`src/rtl/seq_det_pkg.sv`:
```
// Shared constants for the parameterised serial pattern detector.
package seq_det_pkg;

  // Default pattern length and the pattern loaded at reset
  localparam int unsigned DEF_PAT_W = 5;
  localparam logic [DEF_PAT_W-1:0] DEF_PATTERN = 5'b10110;

  // Overlap-mode encoding of the overlap input
  localparam logic OVL_OFF = 1'b0;
  localparam logic OVL_ON  = 1'b1;

endpackage

```
`src/rtl/seq_detector_param_if.sv`:
```
// Control/data bundle of the pattern detector.
//   x, x_valid        : serial bit and its qualifier
//   overlap           : 1 = overlapping detection
//   pat_load, pat_in,
//   pat_len           : pattern reload strobe and payload (LSB = most recent bit)
//   cnt_clr           : synchronous match counter clear
//   out, match_cnt    : match pulse and saturating match count
interface seq_detector_param_if #(
  parameter int unsigned PAT_W = 5,
  parameter int unsigned CNT_W = 8
);
  localparam int unsigned LEN_W = $clog2(PAT_W + 1);

  logic             x;
  logic             x_valid;
  logic             overlap;
  logic             pat_load;
  logic [PAT_W-1:0] pat_in;
  logic [LEN_W-1:0] pat_len;
  logic             cnt_clr;
  logic             out;
  logic [CNT_W-1:0] match_cnt;

  modport master (
    output x, x_valid, overlap, pat_load, pat_in, pat_len, cnt_clr,
    input  out, match_cnt
  );

  modport slave (
    input  x, x_valid, overlap, pat_load, pat_in, pat_len, cnt_clr,
    output out, match_cnt
  );

endinterface

```
`src/rtl/sat_counter.sv`:
```
// Saturating up-counter; a clear wins over a simultaneous increment.
//   clk, rst : clock, asynchronous active-low reset
//   clr      : synchronous clear
//   inc      : increment request
//   cnt      : registered count, sticks at all-ones
module sat_counter #(
  parameter int unsigned CNT_W = 8
) (
  input  logic             clk,
  input  logic             rst,
  input  logic             clr,
  input  logic             inc,
  output logic [CNT_W-1:0] cnt
);

  always_ff @(posedge clk or negedge rst) begin
    if (!rst) begin
      cnt <= '0;
    end else if (clr) begin
      cnt <= '0;
    end else if (inc && (cnt != {CNT_W{1'b1}})) begin
      cnt <= cnt + CNT_W'(1);
    end
  end

endmodule

```
`src/rtl/seq_detector_param.sv`:
```
// Serial pattern detector with runtime-loadable pattern/length,
// overlapping or non-overlapping detection and a saturating match count.
//   clk, rst : clock, asynchronous active-low reset
//   bus      : slave side of seq_detector_param_if (stream, control, results)
module seq_detector_param
  import seq_det_pkg::*;
#(
  parameter int unsigned      PAT_W   = DEF_PAT_W,
  parameter logic [PAT_W-1:0] DEF_PAT = PAT_W'(DEF_PATTERN),
  parameter int unsigned      CNT_W   = 8,
  parameter bit               MEALY   = 1'b0
) (
  input  logic                 clk,
  input  logic                 rst,
  seq_detector_param_if.slave  bus
);

  localparam int unsigned      LEN_W = $clog2(PAT_W + 1);
  localparam logic [LEN_W-1:0] FULL  = LEN_W'(PAT_W);

  logic [PAT_W-1:0] win;
  logic [PAT_W-1:0] pat;
  logic [LEN_W-1:0] fill;
  logic [LEN_W-1:0] len;
  logic [PAT_W-1:0] win_nx;
  logic [PAT_W-1:0] mask;
  logic [LEN_W-1:0] fill_nx;
  logic [LEN_W-1:0] len_in;
  logic             match_c;
  logic             out_q;

  // Post-shift window/fill and the match decision on the low len bits
  always_comb begin
    win_nx  = {win[PAT_W-2:0], bus.x};
    fill_nx = (fill >= FULL) ? FULL : fill + LEN_W'(1);
    mask    = '0;
    for (int i = 0; i < PAT_W; i++) begin
      mask[i] = (i < int'(len));
    end
    match_c = bus.x_valid && !bus.pat_load && (fill_nx >= len) &&
              (((win_nx ^ pat) & mask) == '0);
  end

  // Out-of-range lengths fall back to the full window
  always_comb begin
    len_in = bus.pat_len;
    if ((bus.pat_len == '0) || (bus.pat_len > FULL)) begin
      len_in = FULL;
    end
  end

  // Window, fill, pattern and registered match pulse
  always_ff @(posedge clk or negedge rst) begin
    if (!rst) begin
      win   <= '0;
      fill  <= '0;
      pat   <= DEF_PAT;
      len   <= FULL;
      out_q <= 1'b0;
    end else begin
      out_q <= match_c;
      if (bus.pat_load) begin
        pat  <= bus.pat_in;
        len  <= len_in;
        fill <= '0;
      end else if (bus.x_valid) begin
        win  <= win_nx;
        // Non-overlap restarts collection so matched bits are not reused
        fill <= (match_c && (bus.overlap == OVL_OFF)) ? '0 : fill_nx;
      end
    end
  end

  assign bus.out = MEALY ? match_c : out_q;

  sat_counter #(.CNT_W(CNT_W)) u_cnt (
    .clk (clk),
    .rst (rst),
    .clr (bus.cnt_clr),
    .inc (match_c),
    .cnt (bus.match_cnt)
  );

endmodule

```
`src/flat_wrapper.sv`:
```
// flat-port wrapper written by rule: the top's interface ports become plain ports
module seq_detector_param_flat import seq_det_pkg::*;
#(
  parameter int unsigned      PAT_W   = DEF_PAT_W,
  parameter logic [PAT_W-1:0] DEF_PAT = PAT_W'(DEF_PATTERN),
  parameter int unsigned      CNT_W   = 8,
  parameter bit               MEALY   = 1'b0
)
  (clk, rst, bus_x, bus_x_valid, bus_overlap, bus_pat_load, bus_pat_in, bus_pat_len, bus_cnt_clr, bus_out, bus_match_cnt);
  seq_detector_param_if #(.PAT_W(PAT_W), .CNT_W(CNT_W)) bus_i ();
  input  logic clk;
  input  logic rst;
  input wire logic [$bits(bus_i.x)-1:0] bus_x;
  input wire logic [$bits(bus_i.x_valid)-1:0] bus_x_valid;
  input wire logic [$bits(bus_i.overlap)-1:0] bus_overlap;
  input wire logic [$bits(bus_i.pat_load)-1:0] bus_pat_load;
  input wire logic [$bits(bus_i.pat_in)-1:0] bus_pat_in;
  input wire logic [$bits(bus_i.pat_len)-1:0] bus_pat_len;
  input wire logic [$bits(bus_i.cnt_clr)-1:0] bus_cnt_clr;
  output wire logic [$bits(bus_i.out)-1:0] bus_out;
  output wire logic [$bits(bus_i.match_cnt)-1:0] bus_match_cnt;
  assign bus_i.x = bus_x;
  assign bus_i.x_valid = bus_x_valid;
  assign bus_i.overlap = bus_overlap;
  assign bus_i.pat_load = bus_pat_load;
  assign bus_i.pat_in = bus_pat_in;
  assign bus_i.pat_len = bus_pat_len;
  assign bus_i.cnt_clr = bus_cnt_clr;
  assign bus_out = bus_i.out;
  assign bus_match_cnt = bus_i.match_cnt;
  seq_detector_param #(.PAT_W(PAT_W), .DEF_PAT(DEF_PAT), .CNT_W(CNT_W), .MEALY(MEALY)) u_core (.clk(clk), .rst(rst), .bus(bus_i));
endmodule
```
`config.mk`:
```
export PLATFORM = sky130hd
export DESIGN_NAME = seq_detector_param_flat
export DESIGN_NICKNAME = d
export VERILOG_FILES = /design/src/rtl/seq_det_pkg.sv /design/src/rtl/seq_detector_param_if.sv /design/src/rtl/sat_counter.sv /design/src/rtl/seq_detector_param.sv /design/src/flat_wrapper.sv
export SDC_FILE = /design/constraint.sdc
export NUM_CORES = 1
export LEC_CHECK = 0
export CORE_MARGIN = 5
export CORE_UTILIZATION = 40
export CTS_CLUSTER_DIAMETER = 120
export DETAILED_ROUTE_END_ITERATION = 12
export PLACE_DENSITY = 0.66
export RECOVER_POWER = 50
export SETUP_SLACK_MARGIN = 0.3
export SLEW_MARGIN = 10
export SYNTH_ARGS = -nofsm -noshare
export SYNTH_HDL_FRONTEND = slang
export SYNTH_HIERARCHICAL = 1
export SYNTH_SLANG_ARGS = --single-unit
```
`constraint.sdc`:
```
create_clock -name clk -period 2.9 [get_ports clk]
set_input_delay 0.58 -clock clk [delete_from_list [all_inputs] [get_ports clk]]
set_output_delay 0.58 -clock clk [all_outputs]
set_load 0.1 [all_outputs]
```
==> impl_metrics.yaml, run 1 <==
outcome:
  status: "completed"
setup_path:
  cpPeakStageDelay_ns: 0.55
  crit_fanout: 8
  r2r_cells: 11
  cp_cell_sequence: "dlygate4sd3_1 > nand2b_1 > a2111oi_4 > nand2_2 > inv_4 > nand3_4 > or3_4 > a211oi_2"
  crit_arrival_ns: 2.72
  crit_type: "in2reg"
  start_kind: "input pin"
  critPathSlowestCell: "dlygate4sd3_1"
  endpoint_kind: "flip-flop"
  worstPathRequired_ns: 3.14
synthesis:
  ys_top_cells_by_area: "dfrtp_1 35%, dfstp_2 9.7%, mux2_1 7.5%"
  yosysTopAreaCell: "dfrtp_1"
  synth_edf_count: 0
  avgSynthCellArea_um2: 10.43
  synth_flop_cell: "dfrtp_1"
  synthCells: 130
  yosys_warnings: 6
  synth_nets: 151
  synth_top_cell_area_share_pct: 35.06
  synth.most_common_cell: "dfrtp_1"
  synthArstFlopShare_pct: 100.0
  ys_ff_latch: 24
  synth-seq-area-share_pct: 44.74
  synth_common_cells: "19 x dfrtp_1, 11 x a21oi_1, 9 x mux2_1"
  ys_types: 42
  netlist_area_um2: 1356
floorplan:
  row_count: 21
  die_y_um: 68.23
  die_w_um: 68.23
  coreArea_um2: 3311
  io_pins: 24
  start_util_pct: 40.97
  die-area_um2: 4655
timing:
  finalHoldViolations: 0
  hold_slack_ns: 0.5348
  worst_slew_pin_slew_ns: 1.287
  fin_ws_ns: 0.4150
  max_freq_mhz: 402.4
  fin_tns_setup_ns: 0
  rsz0062_at_grt: "no"
  slew_headroom_pct: 14.20
  clock_skew_ns: 0.009719
  period_share_pct: 85.69
  period_minus_slack_ns: 2.485
  maxSlewViolCount: 0
  setup_violations: 0
global_route:
  grt_overflow: 0
  antenna_found_initial: 0
  grt_start_max_net_pins: 25
  track_usage_pct: 13.41
  grt_pass1_vias: 1106
  grt_pass1_wl_mm: 4.857
job:
  cap_violations: 0
cts:
  hold_buffers: 0
  numClockSinks: 24
  htreeDepth: 1
  cts_tree: "done"
  cts_made_buffers: 3
  clk_path_buf_depth: 2
  cts-root-buf: "clkbuf_4"
  cts.reportedPaths.clkPinSlew_ns: 0.13
  clk_latency_ns: 0.31
detailed_routing:
  drtPass1Iterations: 4
  drc: 0
  totalWireLength_mm: 2.838
  vias: 1063
  postRouteAntennaNets: 0
  viasPerCell: 5.160
  drtIter0Drc: 29
  routedWlPerCell_um: 13.78
finish:
  antenna_cells: 0
  post-route-util_pct: 52.31
  final_cells: 206
  fin_area_um2: 1732
  layout-drive-gt1-share_pct: 25.62
  nets: 182
  synthToLayoutAreaGrowth_pct: 27.68
power:
  power.total_uw: 733.9
  ir_drop_v: 0.0001683
  power.density_nw_per_um2: 423.8
  leakagePower_nw: 0.7095
place:
  io_buffers: 23
  dpl.cell_count: 199
  dp_hpwl_mm: 2.085
  place_congestion: 0.7938
  post-place-ws_ns: 0.07841
  placed_area_um2: 1635
min_path:
  hold_class: "reg2reg"
  min_path_cells: 1
-- power breakdown --
part	total [mW]	internal (mW)	switching [mW]	leakage (nW)
logic	0.158	0.0795	0.0789	0.387
registers	0.401	0.371	0.0299	0.301
clock network	0.175	0.0766	0.0983	0.0210
total	0.734	0.527	0.207	0.710
-- path summary, 6_finish.rpt --
| path | from | end | slack [ns] |
|---|---|---|---|
| max in group asynchronous | rst | u_core/fill[0] | 1.00 |
| hold / removal | u_core/win[3] | u_core/win[3] | 0.53 |
| min in group asynchronous | rst | u_core/win[1] | 1.06 |
| setup / recovery | bus_pat_load | u_core/u_cnt/cnt[7] | 0.41 |
| setup reg to reg | u_core/fill[0] | u_core/u_cnt/cnt[7] | 0.48 |
| hold reg to reg | u_core/win[3] | u_core/win[3] | 0.53 |
-- state kept, by name (all words and copies together) (netlist names) --
name and flops:
u_core/u_cnt/cnt 8, u_core/pat 5, u_core/win 4, u_core/fill 3, u_core/len 3, u_core/bus.out 1
-- area by class of cell --
| type | instances | area (µm²) |
|---|---|---|
| Multi-Input combinational cell | 96 | 752.0 |
| Sequential cell | 24 | 608.1 |
| Fill cell | 325 | 1579 |
| Inverter | 6 | 25.02 |
| Timing Repair Buffer | 30 | 252.7 |
| Clock buffer | 4 | 36.28 |
| Tap cell | 46 | 57.56 |
-- metal layers --
layer | up-vias | part of all wire, % | track usage (%)
met5 | - | 0 | 0
met4 | 0 | 0.35 | 3.722
met3 | 2 | 4.5 | 2.627
met2 | 17 | 48 | 22.26
met1 | 517 | 47 | 17.71
li1 | 527 | - | -
-- cells by family after synthesis --
group | synth area share, %
fa+ha+maj | 5.535
buf+inv | 2.859
flops | 44.74
mux | 9.871
simple gates | 19.19
xor+xnor | 3.875
compound gates | 13.93
-- worst max-delay path, delay by kind of cell --
| kind | cells | cell delay (ns) |
|---|---|---|
| buffers and inverters | 2 | 0.67 |
| AO/OA/AOI/OAI | 2 | 0.63 |
| AND/OR/NAND/NOR | 4 | 0.85 |
-- repair_timing --
action,in CTS,in global routing
buffers inserted,0,3
cloned,0,0
resized for setup,1,13
hold endpoints to repair,0,0
endpoints found under the setup margin,2,4
pin swaps,0,4
-- cell usage in the layout, fill, tap and decap left out, types with 2 or more instances in the layout --
cell / synthesis / final
a21o_1: 2 / 2
a21oi_1: 11 / 9
a21oi_2: 0 / 2
buf_4: 0 / 14
clkbuf_1: 3 / 2
clkbuf_4: 0 / 3
clkdlybuf4s50_1: 0 / 12
dfrtp_1: 19 / 18
dfstp_2: 5 / 5
dlygate4sd3_1: 0 / 2
ha_1: 6 / 5
inv_1: 6 / 5
mux2_1: 9 / 9
mux2_2: 2 / 2
nand2_1: 5 / 5
nand2b_1: 6 / 7
nand3_1: 3 / 2
nor2_1: 8 / 8
nor2b_1: 4 / 4
nor3_1: 4 / 4
o21ai_0: 1 / 2
o21ai_1: 4 / 3
o22ai_1: 2 / 2
xnor2_1: 5 / 5
Power figures use the tool's default switching activity.
==> run 2, diff against run 1 <==
--- a/config.mk
+++ b/config.mk
@@ -7,6 +7,7 @@
 export LEC_CHECK = 0
 export CORE_MARGIN = 5
 export CORE_UTILIZATION = 40
+export CTS_BUF_LIST = sky130_fd_sc_hd__clkbuf_4
 export CTS_CLUSTER_DIAMETER = 120
 export DETAILED_ROUTE_END_ITERATION = 12
 export PLACE_DENSITY = 0.66
==> impl_metrics.yaml, run 2 (synthesis results as in run 1) <==
setup_path:
  r2r_cells: 11
  crit_arrival_ns: 2.72
  crit_fanout: 8
  worstPathRequired_ns: 3.14
  crit_type: "in2reg"
  start_kind: "input pin"
  endpoint_kind: "flip-flop"
  rrSetupSlack_ns: 0.48
cts:
  cts_tree: "done"
  cts-root-buf: "clkbuf_4"
  clk_latency_ns: 0.31
  htreeDepth: 1
  cts.reportedPaths.clkPinSlew_ns: 0.13
  numClockSinks: 24
  clk_path_buf_depth: 2
  cts_made_buffers: 3
timing:
  worst_slew_pin_slew_ns: 1.287
  max_freq_mhz: 402.2
  fin_tns_setup_ns: 0
  maxSlewViolCount: 0
  slew_headroom_pct: 14.17
  rsz0062_at_grt: "no"
  clock_skew_ns: 0.008153
  fin_ws_ns: 0.4137
  period_share_pct: 85.73
  setup_violations: 0
  finalHoldViolations: 0
  period_minus_slack_ns: 2.486
power:
  pwr-share-clk_pct: 21.0
  leakagePower_nw: 0.7039
  ir_drop_v: 0.0001493
  pwr-share-comb_pct: 22.4
  switching_share_pct: 29.28
  power.total_uw: 707.7
  power.density_nw_per_um2: 411.1
  p_int_uw: 500.5
  pwr-share-seq_pct: 56.6
  p_switching_uw: 207.2
finish:
  layout.filler_cells: 326
  synthToLayoutAreaGrowth_pct: 26.94
  top_regs: "u_core/u_cnt/cnt x8, u_core/pat x5, u_core/win x4"
  antenna_cells: 0
  ff_latch_area_um2: 608.1
  post-route-util_pct: 52.00
  largest-register: "u_core/u_cnt/cnt"
  nets: 182
  final_cell_mix: "18 x dfrtp_1, 14 x buf_4, 12 x clkdlybuf4s50_1"
  layout_commonest_cell: "dfrtp_1"
  fin_area_um2: 1722
  largest_reg_flops: 8
  layout-drive-gt1-share_pct: 25.00
  multiInputGateArea_um2: 752.0
detailed_routing:
  drc: 0
  postRouteAntennaNets: 0
  vias: 1062
  drtIter0Drc: 37
  viasPerCell: 5.155
  drtPass1Iterations: 4
  totalWireLength_mm: 2.846
  routedWlPerCell_um: 13.82
place:
  io_buffers: 23
  post-place-ws_ns: 0.07841
  placed_area_um2: 1635
  place_congestion: 0.7938
  dp_hpwl_mm: 2.085
global_route:
  grt_start_max_net_pins: 25
  track_usage_pct: 13.31
  grt_pass1_vias: 1106
  antenna_found_initial: 0
  grt_overflow: 0
  grt_pass1_wl_mm: 4.850
floorplan:
  row_count: 21
  die-area_um2: 4655
  io_pins: 24
  die_w_um: 68.23
  coreArea_um2: 3311
  start_util_pct: 40.97
  die_y_um: 68.23
job:
  cap_violations: 0
min_path:
  hold_class: "reg2reg"
  min_path_cells: 1
outcome:
  status: "completed"
run 2: power groups by stage:
stage,combinational [mW],sequential [mW],clock (mW)
after CTS,0.155,0.401,0.154
after detailed placement,0.154,0.407,0
final,0.158,0.401,0.149
after floorplan,0.0978,0.407,0
after global placement,0.150,0.405,0
after global routing,0.177,0.407,0.164
run 2: repair_timing:
action | 4_1_cts | 5_1_grt
pin swaps | 0 | 4
endpoints found under the setup margin | 2 | 4
hold endpoints to repair | 0 | 0
setup buffers | 0 | 3
hold buffers | 0 | 0
gates resized for setup | 1 | 13
run 2: worst max-delay path, stage by stage:
cell	delay, ns
dlygate4sd3_1	0.55
nand2b_1	0.28
a2111oi_4	0.45
nand2_2	0.13
inv_4	0.12
nand3_4	0.10
or3_4	0.35
a211oi_2	0.17
run 2: layout make-up:
| cell class | count | area share, % |
|---|---|---|
| multi-input cells | 96 | 43.68 |
| flip-flops and latches | 24 | 35.32 |
| repair buffers | 30 | 14.68 |
| well taps | 46 | 3.343 |
| inverters | 6 | 1.453 |
| clock buffers | 3 | 1.308 |
| clock inverters | 1 | 0.2180 |
run 2: metrics by stage:
step,std cells,hold WS [ns]
floorplan,130,0.2844
global placement,199,0.5006
detailed placement,199,0.5119
CTS,203,0.5387
global route,206,0.5524
finish,206,0.5333
run 2: path summary, 6_finish.rpt:
kind                                       end            from
min in group asynchronous        u_core/win[1]             rst
setup reg to reg           u_core/u_cnt/cnt[7]  u_core/fill[0]
setup / recovery           u_core/u_cnt/cnt[7]    bus_pat_load
hold / removal                   u_core/win[3]   u_core/win[3]
hold reg to reg                  u_core/win[3]   u_core/win[3]
max in group asynchronous       u_core/fill[0]             rst
run 2: metal layers:
metal | GRT usage [%] | share of wire, % | vias up | wire, µm
li1 | - | - | 529 | -
met1 | 17.71 | 47 | 514 | 1340
met2 | 22.26 | 48 | 17 | 1367
met3 | 2.627 | 4.5 | 2 | 128
met4 | 2.978 | 0.35 | 0 | 10
met5 | 0 | 0 | - | 0
==> run 3, diff against run 2 <==
--- a/config.mk
+++ b/config.mk
@@ -5,12 +5,11 @@
 export SDC_FILE = /design/constraint.sdc
 export NUM_CORES = 1
 export LEC_CHECK = 0
-export CORE_MARGIN = 5
+export CORE_MARGIN = 1
 export CORE_UTILIZATION = 40
 export CTS_BUF_LIST = sky130_fd_sc_hd__clkbuf_4
 export CTS_CLUSTER_DIAMETER = 120
 export DETAILED_ROUTE_END_ITERATION = 12
-export PLACE_DENSITY = 0.66
 export RECOVER_POWER = 50
 export SETUP_SLACK_MARGIN = 0.3
 export SLEW_MARGIN = 10
==> impl_metrics.yaml, run 3 (synthesis results as in run 1) <==
outcome:
  status: "completed"
detailed_routing:
  drtPass1Iterations: 4
  drc: 0
  drtIter0Drc: 24
  totalWireLength_mm: 2.737
  viasPerCell: 5.143
  postRouteAntennaNets: 0
  routedWlPerCell_um: 13.48
  vias: 1044
floorplan:
  die_y_um: 60.23
  io_pins: 24
  die-area_um2: 3628
  start_util_pct: 43.36
  row_count: 20
  die_w_um: 60.23
  coreArea_um2: 3128
timing:
  setup_violations: 0
  rsz0062_at_grt: "yes"
  period_minus_slack_ns: 2.458
  clock_skew_ns: 0.01533
  finalHoldViolations: 0
  period_share_pct: 84.76
  max_freq_mhz: 406.8
  fin_tns_setup_ns: 0
  maxSlewViolCount: 0
  worst_slew_pin_slew_ns: 1.331
  slew_headroom_pct: 11.29
setup_path:
  crit_type: "in2reg"
  cp.buffers_inverters: 2
  cp_cell_sequence: "dlygate4sd3_1 > nand2b_1 > a2111oi_4 > nand2_2 > inv_4 > nand3_4 > or3_4 > a211oi_2"
  start_kind: "input pin"
  cp_top_family: "simple AND/OR/NAND/NOR gates"
  worstPathRequired_ns: 3.15
  r2r_cells: 12
  r2r_end: "u_core/u_cnt/cnt[7]"
  crit_fanout: 6
  cpPeakStageDelay_ns: 0.55
  crit_arrival_ns: 2.70
  critPathSlowestCell: "dlygate4sd3_1"
  endpoint_kind: "flip-flop"
  r2r-start: "u_core/fill[1]"
  rrSetupSlack_ns: 0.48
global_route:
  track_usage_pct: 16.46
  grt_overflow: 0
  grt_start_max_net_pins: 25
  antenna_found_initial: 0
  grt_pass1_vias: 1042
  grt_pass1_wl_mm: 4.457
finish:
  synthToLayoutAreaGrowth_pct: 26.29
  largest-register: "u_core/u_cnt/cnt"
  final_cell_mix: "18 x dfrtp_1, 13 x buf_4, 12 x clkdlybuf4s50_1"
  antenna_cells: 0
  nets: 181
  top_regs: "u_core/u_cnt/cnt x8, u_core/pat x5, u_core/win x4"
  largest_reg_flops: 8
  layout_commonest_cell: "dfrtp_1"
  post-route-util_pct: 54.76
  layout-drive-gt1-share_pct: 24.53
min_path:
  worst_hold_path.endpoint: "u_core/pat[0]"
  holdCritStartpoint: "u_core/pat[0]"
  min_path_cells: 1
  hold_class: "reg2reg"
cts:
  clk_latency_ns: 0.32
  htreeDepth: 1
  clk_path_buf_depth: 2
  hold_buffers: 0
  cts_made_buffers: 3
  cts_tree: "done"
  numClockSinks: 24
  cts-root-buf: "clkbuf_4"
  cts.reportedPaths.clkPinSlew_ns: 0.14
place:
  place_congestion: 0.8095
  io_buffers: 23
  dp_hpwl_mm: 1.969
power:
  leakagePower_nw: 0.7027
  power.density_nw_per_um2: 420.0
  ir_drop_v: 0.0002559
job:
  cap_violations: 0
-- run 3: cell types whose count changed in the layout (fill, tap and decap cells not counted), sizes merged --
cell / delta
clkbuf: +1
clkinv: -1
buf: -1
-- run 3: final cells by class --
type,count,area [µm²]
fillers,282,1415
multi-input cells,96,749.5
flip-flops and latches,24,608.1
repair buffers,29,245.2
well taps,44,55.05
clock buffers,4,30.03
inverters,6,25.02
-- run 3: how the worst max path moves through the flow --
stage | slack [ns] | cells past startpoint | end | from
after floorplan | 0.47 | 12 | u_core/u_cnt/cnt[7] | u_core/fill[0]
after global placement | 0.19 | 9 | u_core/u_cnt/cnt[7] | bus_x
after detailed placement | 0.07 | 9 | u_core/u_cnt/cnt[7] | bus_x
after CTS | 0.34 | 11 | u_core/u_cnt/cnt[7] | u_core/fill[0]
after global routing | 0.29 | 12 | u_core/u_cnt/cnt[7] | u_core/fill[1]
final | 0.44 | 8 | u_core/u_cnt/cnt[7] | bus_pat_load
-- run 3: layer usage --
metal | up-vias | wire length [µm] | global-route usage [%]
met5 | - | 0 | 0
met1 | 497 | 1391 | 23.42
met3 | 4 | 72 | 2.597
met4 | 0 | 29 | 4.983
met2 | 16 | 1243 | 25.43
li1 | 527 | - | -
-- run 3: through the flow --
| stage | cell area, µm² | hold slack [ns] | power [mW] | std cells | setup slack, ns |
|---|---|---|---|---|---|
| finish | 1713 | 0.5369 | 0.7194 | 203 | 0.4420 |
| global route | 1713 | 0.5458 | 0.7632 | 203 | 0.2947 |
| CTS | 1663 | 0.5371 | 0.7277 | 201 | 0.3381 |
| detailed placement | 1633 | 0.5122 | 0.5608 | 197 | 0.06505 |
| global placement | 1633 | 0.4967 | 0.5566 | 197 | 0.1892 |
| floorplan | 1356 | 0.2844 | 0.5049 | 130 | 0.4650 |
-- run 3: report_power, final --
part           total, mW  internal, mW  switching, mW  leakage (nW)
Clock              0.166        0.0631          0.103        0.0184
Sequential         0.401         0.371         0.0298         0.301
Combinational      0.153        0.0765         0.0764         0.383
Total              0.719         0.510          0.209         0.703
-- run 3: timing repair --
item                                    in CTS  in global routing
resized for setup                            1                 12
buffers inserted                             0                  2
endpoints found under the setup margin       2                  4
pin swaps                                    0                  4
